**src/rtl/vram_port_sched.sv**
```systemverilog
// Single-port frame VRAM access scheduler: scanout reads, fill engine and host writes,
// with scanout at strict priority. Sole driver of the RAM address, data and write enable.
module vram_port_sched #(
    parameter int ADDR_W = 15,
    parameter int DATA_W = 12,
    parameter int DEPTH  = 22500
) (
    input  logic              CLK,
    input  logic              RST_N,
    input  logic              rd_req,
    input  logic [ADDR_W-1:0] rd_addr,
    output logic              rd_valid,
    output logic [DATA_W-1:0] rd_data,
    input  logic              wr_valid,
    input  logic [ADDR_W-1:0] wr_addr,
    input  logic [DATA_W-1:0] wr_data,
    output logic              wr_ready,
    output logic              wr_err,
    input  logic              clr_start,
    input  logic [DATA_W-1:0] clr_color,
    output logic              clr_busy,
    output logic              clr_done,
    output logic [ADDR_W-1:0] ram_address,
    output logic [DATA_W-1:0] ram_data,
    output logic              ram_wren,
    input  logic [DATA_W-1:0] ram_q
);

    typedef enum logic {IDLE, CLEAR} state_t;

    localparam logic [ADDR_W-1:0] END_ADDR = ADDR_W'(DEPTH);

    state_t            state, state_nx;
    logic [ADDR_W-1:0] clr_addr, clr_addr_nx;
    logic [DATA_W-1:0] clr_color_q, clr_color_nx;
    logic [ADDR_W-1:0] addr_nx;
    logic [DATA_W-1:0] data_nx;
    logic              wren_nx, done_nx, err_nx;
    logic              rd_p1, rd_p2, oor_p1, oor_p2;

    assign wr_ready = RST_N & (state == IDLE) & ~rd_req & ~clr_start;

    always_ff @(posedge CLK) begin
        if (!RST_N) state <= IDLE;
        else        state <= state_nx;
    end

    // clr_addr reaching DEPTH marks the cycle after the last fill write; finishing
    // there puts clr_done in the cycle after the final ram_wren cycle.
    always_comb begin
        state_nx     = state;
        clr_addr_nx  = clr_addr;
        clr_color_nx = clr_color_q;
        addr_nx      = ram_address;
        data_nx      = ram_data;
        wren_nx      = 1'b0;
        done_nx      = 1'b0;
        err_nx       = 1'b0;
        if (rd_req) addr_nx = rd_addr;
        case (state)
            IDLE: begin
                if (clr_start) begin
                    clr_color_nx = clr_color;
                    clr_addr_nx  = '0;
                    state_nx     = CLEAR;
                end else if (wr_valid && !rd_req) begin
                    if (wr_addr < END_ADDR) begin
                        addr_nx = wr_addr;
                        data_nx = wr_data;
                        wren_nx = 1'b1;
                    end else begin
                        err_nx = 1'b1;
                    end
                end
            end
            CLEAR: begin
                if (clr_addr == END_ADDR) begin
                    state_nx = IDLE;
                    done_nx  = 1'b1;
                end else if (!rd_req) begin
                    addr_nx     = clr_addr;
                    data_nx     = clr_color_q;
                    wren_nx     = 1'b1;
                    clr_addr_nx = clr_addr + ADDR_W'(1);
                end
            end
            default: state_nx = IDLE;
        endcase
    end

    always_ff @(posedge CLK) begin
        if (!RST_N) begin
            clr_addr    <= '0;
            clr_color_q <= '0;
            ram_address <= '0;
            ram_data    <= '0;
            ram_wren    <= 1'b0;
            clr_busy    <= 1'b0;
            clr_done    <= 1'b0;
            wr_err      <= 1'b0;
            rd_p1       <= 1'b0;
            rd_p2       <= 1'b0;
            oor_p1      <= 1'b0;
            oor_p2      <= 1'b0;
            rd_valid    <= 1'b0;
            rd_data     <= '0;
        end else begin
            clr_addr    <= clr_addr_nx;
            clr_color_q <= clr_color_nx;
            ram_address <= addr_nx;
            ram_data    <= data_nx;
            ram_wren    <= wren_nx;
            clr_busy    <= (state_nx == CLEAR);
            clr_done    <= done_nx;
            wr_err      <= err_nx;
            // Read pipeline: issue, RAM address register, data capture.
            rd_p1       <= rd_req;
            oor_p1      <= rd_req && (rd_addr >= END_ADDR);
            rd_p2       <= rd_p1;
            oor_p2      <= oor_p1;
            rd_valid    <= rd_p2;
            if (rd_p2) rd_data <= oor_p2 ? '0 : ram_q;
        end
    end

endmodule

```
**config.mk**
```make
export PLATFORM = sky130hd
export DESIGN_NAME = vram_port_sched
export DESIGN_NICKNAME = d
export VERILOG_FILES = /design/src/rtl/vram_port_sched.sv
export SDC_FILE = /design/constraint.sdc
export NUM_CORES = 1
export LEC_CHECK = 0
export CAP_MARGIN = 40
export CORE_MARGIN = 1
export CORE_UTILIZATION = 46
export CTS_CLUSTER_DIAMETER = 40
export DETAILED_ROUTE_END_ITERATION = 12
export PLACE_DENSITY_LB_ADDON = 0.2
export SYNTH_ARGS = -nofsm -noshare
export SYNTH_HDL_FRONTEND = slang
export SYNTH_SLANG_ARGS = --single-unit
```
**constraint.sdc**
```tcl
create_clock -name CLK -period 2.4 [get_ports CLK]
set_input_delay 0.48 -clock CLK [delete_from_list [all_inputs] [get_ports CLK]]
set_output_delay 0.48 -clock CLK [all_outputs]
set_load 0.01 [all_outputs]
```
==> run_results.csv, run 1 <==
group,metric,value,unit
grt,antenna_found_initial,0,
final_layout,fin_util,68.45,%
sta,fin_skew,0.009705,ns
die,num_io_pins,116,
synth,syn_nets,491,
synth,yosysUniqueCellTypes,49,
routing,vias,3480,
clock_network,postCtsSetupBuffers,0,
critical_path,end_kind,"flip-flop",
power_and_ir_drop,p_leak,2.075,nW
die,die_w,90.46,um
synth,ys_seq_elements,75,
die,die_height,90.46,um
clock_network,clkTransAtPathRegs,0.08,ns
critical_path,worstPathArrival,2.42,ns
routing,post_drt_wl_per_cell,15.22,um
place,dpl-instance-area,4888,sq um
synth,yosysWarnings,0,
place,dp_slack,-0.05555,ns
final_layout,layout_commonest_cell,"clkdlybuf4s50_1",
clock_network,cts_tree,"built",
power_and_ir_drop,irDropWorstVdd,0.3804,mV
clock_network,root_buffer,"clkbuf_8",
grt,grt_pass1_wl,16170,um
critical_path,worst_path_max_delay_cell,"o41ai_4",
sta,rsz0062_at_grt,"no",
critical_path,cp_top_family,"compound AO/OA/AOI/OAI gates",
critical_path,cp_max_fo,25,
grt,grt_pass1_vias,3355,
run_status,status,"complete, no violations",
critical_path,reg2regPathDepth,7,
hold_path,whs_endpoint,"rd_p2$_SDFF_PN0_",
sta,slew_viol_final,0,
sta,finalSetupViolCount,0,
routing,vias_per_cell,5.472,
place,gp_congestion,0.9409,
sta,period_share,91.33,%
critical_path,path_cells,"inv_1, ha_1, nand4bb_4, o41ai_4, o32ai_2, buf_12, o211a_1",
clock_network,clockBufferDepth,2,
clock_network,h-tree-depth,3,
sta,setup_slack,0.2081,ns
critical_path,r2r-end,"ram_data[9]$_SDFFE_PN0P_",
final_layout,antenna_cells,0,
place,dp_hpwl,7033,um
synth,yosysSeqAreaShare,41.71,%
synth,synth_cells,418,
sta,fmaxAchievable,456.2,MHz
critical_path,rr_startpoint,"clr_addr[0]$_SDFFE_PN0P_",
routing,postRouteAntennaNets,0,
grt,overflow,0,
critical_path,r2r_setup_slack,0.21,ns
clock_network,cts_hold_buf,0,
clock_network,cts_buffers,9,
die,rows,31,
clock_network,cts_sinks,75,
final_layout,layout.nets,607,
clock_network,cts_resized,0,
final_layout,finalInstanceArea,5071,sq um
clock_network,clock_latency,0.34,ns
routing,drtIter0Drc,214,
critical_path,critPathBufInv,2,
hold_path,hold_depth,1,
die,core-area,7408,sq um
final_layout,area_growth_syn_to_layout,40.88,%
synth,syn_avg_cell_area,8.612,sq um
sta,hold_violations,0,
power_and_ir_drop,p_per_area,549.4,nW/um^2
sta,worstMarginPinSlew,0.7140,ns
final_layout,mostFrequentLayoutCells,"113 x clkdlybuf4s50_1, 75 x dfxtp_1, 53 x nand2_1",
job,drv_cap,0,
sta,slew_headroom,52.30,%
routing,drt-total-wl,9679,um
grt,grt_use_total,24.47,%
critical_path,cpPeakStageDelay,0.59,ns
routing,drc,0,
synth,synth_async_sr_flop_share,0,%
final_layout,fillCellCount,638,
place,port_buffers,115,
hold_path,worst_hold_startpoint,"rd_p1$_SDFF_PN0_",
sta,layout_min_cycle_time,2.192,ns
critical_path,cp.required,2.63,ns
final_layout,drive_gt1_share,8.939,%
hold_path,hold_path_class,"reg2reg",
critical_path,critPathLaunchType,"flip-flop",
grt,grt_max_degree,73,
synth,synth.cell_area,3600,sq um
synth,synth-edff-count,0,
routing,first_pass_iters,5,
critical_path,critPathKind,"reg2reg",
die,start_util,48.59,%
synth,synth_ff_type,"dfxtp_1",
die,dieArea,8183,sq um
[metrics by stage]
stage / hold slack (ns) / cells / setup TNS [ns] / total power, W
floorplan: 0.4119 / 418 / 0 / 0.001610
global placement: 0.4183 / 622 / 0 / 0.001890
detailed placement: 0.4228 / 622 / -0.05555 / 0.001899
CTS: 0.4408 / 636 / 0 / 0.002805
global route: 0.4560 / 636 / 0 / 0.002913
finish: 0.4419 / 636 / 0 / 0.002786
[where the power goes]
group | leakage [nW] | switching [W] | internal, W
combinational | 1.37 | 0.000229 | 0.000297
clock | 0.0909 | 0.000447 | 0.000467
sequential | 0.614 | 0.0000364 | 0.00131
[worst register-to-register path, delay by kind of cell, from the launching register on]
family / cells / cell delay, ns
compound gates: 3 / 1.03
flops: 1 / 0.38
buf+inv: 2 / 0.32
fa+ha+maj: 1 / 0.21
simple gates: 1 / 0.15
[final cells by class]
class                      count  area, sq um  share of cell area [%]
multi-input combinational    311         1954                   38.54
sequential                    75         1501                   29.61
timing repair buffer         133         1296                   25.56
clock buffer                   9        123.9                   2.443
tap                           99        123.9                   2.443
clock inverter                 5        56.30                   1.110
inverter                       4        15.01                  0.2961
[synth_stat cells (2+ instances only)]
cell type / n / area, sq um
dfxtp_1: 75 / 1501
nand2_1: 53 / 198.9
a21oi_1: 39 / 195.2
nor2_1: 34 / 127.6
nor2b_1: 28 / 175.2
nand3_1: 18 / 90.09
clkbuf_1: 17 / 63.81
a21boi_0: 13 / 97.59
mux2i_1: 12 / 120.1
o211a_1: 12 / 120.1
nand2b_1: 11 / 68.82
xor2_1: 10 / 87.58
a31o_2: 9 / 78.83
a21o_1: 7 / 52.55
and2_1: 7 / 43.79
buf_2: 7 / 35.03
nand4_1: 7 / 43.79
nor3_1: 7 / 35.03
and3_1: 4 / 25.02
inv_1: 4 / 15.01
o21ai_0: 4 / 20.02
or3_1: 3 / 18.77
xnor2_1: 3 / 26.28
a211oi_1: 2 / 15.01
a221o_1: 2 / 20.02
buf_1: 2 / 7.510
buf_6: 2 / 22.52
ha_1: 2 / 25.02
nand3b_1: 2 / 15.01
o211ai_1: 2 / 15.01
o22ai_1: 2 / 12.51
[worst max-delay path by stage]
stage                              from                          to  cells past startpoint
2_1_floorplan  clr_addr[0]$_SDFFE_PN0P_    ram_data[0]$_SDFFE_PN0P_                      7
5_1_grt        clr_addr[0]$_SDFFE_PN0P_    ram_data[0]$_SDFFE_PN0P_                      7
3_3_place_gp                     rd_req                    wr_ready                      4
4_1_cts                          rd_req                    wr_ready                      4
6_report       clr_addr[0]$_SDFFE_PN0P_    ram_data[9]$_SDFFE_PN0P_                      7
3_5_place_dp                wr_addr[11]  ram_address[12]$_SDFF_PN0_                      8
[logic make-up after synthesis]
kind of cell | share of synthesized area (%)
adders and majority gates | 0.6951
xor gates and xnor gates | 3.163
AOI/OAI and AO/OA | 20.37
buffers and inverters | 3.997
and+or+nand+nor | 26.73
DFF | 41.71
muxes | 3.337
[routing by layer]
layer	vias to the layer above	GRT usage, %	part of all wire [%]
met4	0	8.602	1.8
met1	1628	32.81	44
met2	142	39.33	48
met3	19	4.461	6.2
li1	1691	-	-
met5	-	0	0
[flip-flops by register name, indices dropped and copies added (netlist names), 12 cells and up]
register	count
ram_address	15
ram_data	12
rd_data	12
clr_color_q	12
clr_addr	15
No activity file was read; power rests on OpenSTA's default activity.
==> inputs of run 2 (changes only) <==
CORE_UTILIZATION = 42   (was 46)
clock period = 2 ns   (was 2.4 ns; I/O delays follow)
==> run 2 against run 1 <==
Against the previous run: clock skew rose by 0.00061 ns; register-to-register slack got worse by 0.098 ns; utilization fell by 3.8 points; global-route usage fell by 1.7 points; non-clock buffer count rose by 29; sequential cell count did not move; worst hold slack got worse by 0.0069 ns; sequential power rose by 19%; final cell count rose by 5.7%; first-iteration DRC count fell by 7.9%; power rose by 23%; via count rose by 1.5%.
==> run_results.csv, run 2 (synthesis gave the netlist of run 1 again) <==
group,metric,value,unit
clock_network,cts_hold_buf,0,
critical_path,worstPathArrival,1.56,ns
die,rows,33,
power_and_ir_drop,power.total,0.003437,W
sta,worstMarginPinSlew,0.7236,ns
place,dp_slack,-0.2506,ns
routing,vias,3532,
sta,period_share,97.98,%
sta,rsz0062_at_grt,"no",
power_and_ir_drop,p_per_area,644.0,nW/um^2
critical_path,rr_startpoint,"clr_addr[1]$_SDFFE_PN0P_",
grt,grt_use_total,22.79,%
routing,first_pass_iters,5,
power_and_ir_drop,irDropWorstVdd,0.3578,mV
sta,finalSetupViolCount,0,
grt,antenna_found_initial,0,
clock_network,root_buffer,"clkbuf_8",
clock_network,clockBufferDepth,2,
hold_path,hold_path_class,"reg2reg",
final_layout,antenna_cells,0,
power_and_ir_drop,p_leak,2.228,nW
routing,drtIter0Drc,197,
final_layout,layout_commonest_cell,"clkdlybuf4s50_1",
sta,slew_headroom,51.66,%
place,gp_congestion,0.9100,
die,die_height,94.58,um
die,core-area,8258,sq um
sta,setup_slack,0.04047,ns
grt,overflow,0,
routing,postRouteAntennaNets,0,
critical_path,reg2regPathDepth,7,
routing,post_drt_wl_per_cell,14.93,um
sta,slew_viol_final,0,
critical_path,cp-startpoint,"clr_busy$_SDFF_PN0_",
sta,fmaxAchievable,510.3,MHz
final_layout,area_growth_syn_to_layout,48.24,%
clock_network,h-tree-depth,3,
die,die_w,94.58,um
final_layout,layout.nets,636,
critical_path,cp_max_fo,24,
critical_path,path_cells,"buf_12, clkdlybuf4s50_1",
critical_path,r2r-end,"ram_data[9]$_SDFFE_PN0P_",
sta,layout_min_cycle_time,1.960,ns
sta,whs,0.4349,ns
clock_network,cts_buffers,9,
clock_network,cts_sinks,75,
routing,drc,0,
critical_path,critPathKind,"reg2out",
critical_path,worst_path_max_delay_cell,"clkdlybuf4s50_1",
final_layout,drive_gt1_share,14.29,%
place,port_buffers,115,
grt,grt_max_degree,73,
run_status,status,"complete, no violations",
final_layout,mostFrequentLayoutCells,"112 x clkdlybuf4s50_1, 75 x dfxtp_1, 53 x nand2_1",
grt,grt_pass1_vias,3305,
job,drv_cap,0,
place,dp_hpwl,7410,um
die,start_util,43.59,%
critical_path,end_kind,"output port",
final_layout,reg_top3,"clr_addr (15), ram_address (15)",
clock_network,cts_tree,"built",
critical_path,cp.required,1.60,ns
critical_path,r2r_setup_slack,0.11,ns
clock_network,clkTransAtPathRegs,0.08,ns
die,dieArea,8945,sq um
sta,fin_setup_tns,0,ns
grt,grt_pass1_wl,15640,um
routing,drt-total-wl,10040,um
clock_network,clock_latency,0.35,ns
critical_path,cpPeakStageDelay,0.56,ns
routing,vias_per_cell,5.256,
critical_path,crit_path_end,"clr_busy",
die,num_io_pins,116,
critical_path,critPathLaunchType,"flip-flop",
sta,hold_violations,0,
sta,fin_skew,0.01032,ns
-- run 2: cell count changes in the layout (fill, tap and decap cells not counted), sizes merged --
cell	before	now
inv	4	5
dlygate4sd2	0	1
clkdlybuf4s50	113	112
buf	19	48
-- run 2: layout make-up --
class | count | area [sq um]
Multi-Input combinational cell | 311 | 1974
Tap cell | 105 | 131.4
Inverter | 4 | 15.01
Fill cell | 713 | 2922
Clock buffer | 9 | 123.9
Sequential cell | 75 | 1501
Timing Repair Buffer | 162 | 1525
Clock inverter | 6 | 65.06
-- run 2: power breakdown --
part / internal, W / switching, W / total (W) / leakage, nW
Sequential: 0.00157 / 0.0000431 / 0.00161 / 0.614
Combinational: 0.000386 / 0.000280 / 0.000667 / 1.52
Clock: 0.000572 / 0.000584 / 0.00116 / 0.0955
Total: 0.00253 / 0.000908 / 0.00344 / 2.23
-- run 2: worst min path at each step --
stage                            startpoint                 to  cells after the start
after floorplan           oor_p1$_SDFF_PN0_  oor_p2$_SDFF_PN0_                      1
after global placement     rd_p1$_SDFF_PN0_   rd_p2$_SDFF_PN0_                      1
after detailed placement  oor_p1$_SDFF_PN0_  oor_p2$_SDFF_PN0_                      1
after CTS                 oor_p1$_SDFF_PN0_  oor_p2$_SDFF_PN0_                      1
after global routing      oor_p1$_SDFF_PN0_  oor_p2$_SDFF_PN0_                      1
final                     oor_p1$_SDFF_PN0_  oor_p2$_SDFF_PN0_                      1
-- run 2: per-stage QoR --
| step | std cells | area [sq um] | utilization (%) |
|---|---|---|---|
| 2_1_floorplan | 418 | 3600 | - |
| 3_3_place_gp | 657 | 5114 | 61.92 |
| 3_5_place_dp | 657 | 5114 | 61.92 |
| 4_1_cts | 672 | 5309 | 64.29 |
| 5_1_grt | 672 | 5336 | 64.62 |
| 6_report | 672 | 5336 | 64.62 |
-- run 2: critical path, delay by kind of cell, from the launching register on --
kind | cells | cell delay, ns
DFF | 1 | 0.42
buffers and inverters | 2 | 0.79
-- run 2: what timing repair did --
action                                  in CTS  in global routing
buffers inserted                             0                  0
gates cloned                                 0                  0
pin swaps                                    1                  2
resized for setup                            3                  6
endpoints found under the setup margin      15                 16
-- run 2: per-layer routing --
| metal | vias up | GRT usage, % | share of wire, % |
|---|---|---|---|
| met5 | - | 0 | 0 |
| met4 | 0 | 7.449 | 1.6 |
| met3 | 14 | 5.233 | 5.9 |
| met2 | 117 | 38.16 | 49 |
| met1 | 1648 | 28.87 | 44 |
| li1 | 1753 | - | - |
==> inputs of run 3 (changes only) <==
CORE_MARGIN = 2   (was 1)
==> run 3 against run 2 <==
Against the previous run: worst setup slack improved by 0.024 ns; design area is 0.35% higher; clock power down 6%; combinational power is 0.7% higher; critical path depth grew 6; clock skew grew 0.0056 ns; utilization grew 0.23 points; power shrank 1.8%; clock-buffer cell count increased by 1; critical path type is now reg2reg; largest cell class unchanged; fmax increased by 1.2%; sequential cell count unchanged; global-route usage decreased by 0.43 points.
==> run_results.csv, run 3 (synthesis gave the netlist of run 1 again) <==
group,metric,value,unit
run_status,status,"complete, no violations",
critical_path,r2r-end,"ram_address[6]$_SDFF_PN0_",
critical_path,cp.required,2.24,ns
sta,layout_min_cycle_time,1.936,ns
grt,grt_use_total,22.35,%
sta,slew_headroom,48.24,%
clock_network,cts_buffers,9,
final_layout,reg_top3,"clr_addr (15), ram_address (15)",
routing,drtIter0Drc,250,
place,port_buffers,115,
sta,period_share,96.78,%
routing,first_pass_iters,5,
die,start_util,43.59,%
place,dpl-instance-area,5151,sq um
clock_network,clkTransAtPathRegs,0.09,ns
routing,drt-total-wl,10240,um
sta,rsz0062_at_grt,"yes",
clock_network,h-tree-depth,3,
final_layout,finalInstanceArea,5355,sq um
sta,fmaxAchievable,516.6,MHz
power_and_ir_drop,power.total,0.003376,W
job,drv_cap,0,
power_and_ir_drop,p_leak,2.253,nW
power_and_ir_drop,p_sw,0.0009197,W
power_and_ir_drop,p_sw_share,27.24,%
sta,worstMarginPinSlew,0.7748,ns
die,rows,33,
routing,vias_per_cell,5.286,
critical_path,cp_max_fo,16,
grt,grt_pass1_vias,3395,
grt,overflow,0,
critical_path,end_kind,"flip-flop",
clock_network,cts_tree,"built",
power_and_ir_drop,p_comb_share,19.9,%
die,num_io_pins,116,
critical_path,rr_startpoint,"clr_addr[0]$_SDFFE_PN0P_",
routing,postRouteAntennaNets,0,
clock_network,root_buffer,"clkbuf_8",
power_and_ir_drop,seq_power_share,47.7,%
final_layout,layout_commonest_cell,"clkdlybuf4s50_1",
critical_path,reg2regPathDepth,8,
grt,grt_pass1_wl,16190,um
clock_network,postCtsSetupBuffers,0,
hold_path,hold_path_class,"reg2reg",
grt,grt_max_degree,73,
routing,drc,0,
critical_path,crit_path_end,"ram_address[6]$_SDFF_PN0_",
final_layout,drive_gt1_share,15.01,%
critical_path,r2r_setup_slack,0.06,ns
grt,antenna_found_initial,0,
routing,post_drt_wl_per_cell,15.10,um
critical_path,critPathLaunchType,"flip-flop",
power_and_ir_drop,irDropWorstVdd,0.4226,mV
sta,hold_violations,0,
final_layout,antenna_cells,0,
sta,fin_skew,0.01591,ns
critical_path,cp-startpoint,"clr_addr[0]$_SDFFE_PN0P_",
final_layout,fillCellCount,744,
die,core-area,8258,sq um
clock_network,cts_hold_buf,0,
power_and_ir_drop,p_int,0.002456,W
final_layout,area_growth_syn_to_layout,48.77,%
place,gp_congestion,0.8512,
sta,slew_viol_final,0,
die,die_height,96.58,um
die,dieArea,9328,sq um
power_and_ir_drop,p_per_area,630.4,nW/um^2
place,dp_hpwl,7559,um
final_layout,layout.nets,641,
critical_path,critPathKind,"reg2reg",
sta,finalSetupViolCount,0,
routing,vias,3584,
critical_path,worstPathArrival,2.18,ns
clock_network,cts_sinks,75,
die,die_w,96.58,um
clock_network,clock_latency,0.35,ns
clock_network,clockBufferDepth,2,
power_and_ir_drop,p_clk_share,32.3,%
final_layout,mostFrequentLayoutCells,"112 x clkdlybuf4s50_1, 75 x dfxtp_1, 53 x nand2_1",
run 3: cell count changes in the layout (fill, tap and decap cells not counted):
cell	change
buf_4	+5
inv_6	+2
bufinv_16	-1
clkbuf_8	+1
clkinvlp_4	-1
ha_2	+1
ha_4	-1
nor2b_1	+1
nor2b_2	-1
run 3: layout make-up:
| class | count | area, sq um | share of cell area, % |
|---|---|---|---|
| clock inverters | 6 | 45.04 | 0.8411 |
| well taps | 105 | 131.4 | 2.453 |
| inverters | 4 | 15.01 | 0.2804 |
| repair buffers | 167 | 1563 | 29.18 |
| clock buffers | 10 | 137.6 | 2.570 |
| flip-flops and latches | 75 | 1501 | 28.04 |
| multi-input cells | 311 | 1962 | 36.64 |
run 3: metrics by stage:
stage	hold WS [ns]	utilization [%]	setup slack, ns	instances	setup TNS (ns)
5_1_grt	0.4725	64.85	-0.03097	678	-0.1057
3_3_place_gp	0.4173	62.38	-0.2307	662	-4.307
2_1_floorplan	0.4119	-	0.01838	418	0
4_1_cts	0.4392	64.67	0.02962	678	0
6_report	0.4339	64.85	0.06433	678	0
3_5_place_dp	0.4218	62.38	-0.2275	662	-4.632
run 3: layer usage:
metal	vias up	global-route usage, %	part of all wire (%)
met1	1695	28.91	44
met3	15	4.888	6.2
met2	114	37.67	49
li1	1760	-	-
met5	-	0	0
met4	0	6.103	1.1
run 3: how the worst min path moves through the flow:
| stage | startpoint | endpoint | slack, ns | cells past startpoint |
|---|---|---|---|---|
| after global placement | oor_p1$_SDFF_PN0_ | oor_p2$_SDFF_PN0_ | 0.42 | 1 |
| final | rd_p1$_SDFF_PN0_ | rd_p2$_SDFF_PN0_ | 0.43 | 1 |
| after detailed placement | oor_p1$_SDFF_PN0_ | oor_p2$_SDFF_PN0_ | 0.42 | 1 |
| after CTS | rd_p1$_SDFF_PN0_ | rd_p2$_SDFF_PN0_ | 0.44 | 1 |
| after global routing | rd_p1$_SDFF_PN0_ | rd_p2$_SDFF_PN0_ | 0.47 | 1 |
| after floorplan | oor_p1$_SDFF_PN0_ | oor_p2$_SDFF_PN0_ | 0.41 | 1 |
run 3: timing repair:
item | CTS | global route
setup endpoints to repair | 13 | 16
cloned | 0 | 0
pin swaps | 1 | 1
resized for setup | 3 | 4
run 3: critical path, stage by stage, from the launching register on:
cell       delay (ns)
dfxtp_1          0.32
inv_1            0.10
ha_2             0.21
nand4bb_4        0.14
o41a_1           0.47
buf_4            0.21
a21o_1           0.22
nand3_1          0.10
a21oi_1          0.08
run 3: power by group through the flow:
stage | Combinational [W] | Sequential [W] | Clock (W)
finish | 0.000672 | 0.00161 | 0.00109
global route | 0.000728 | 0.00162 | 0.00120
CTS | 0.000672 | 0.00161 | 0.00112
detailed placement | 0.000666 | 0.00165 | 0
global placement | 0.000657 | 0.00164 | 0
floorplan | 0.000260 | 0.00167 | 0
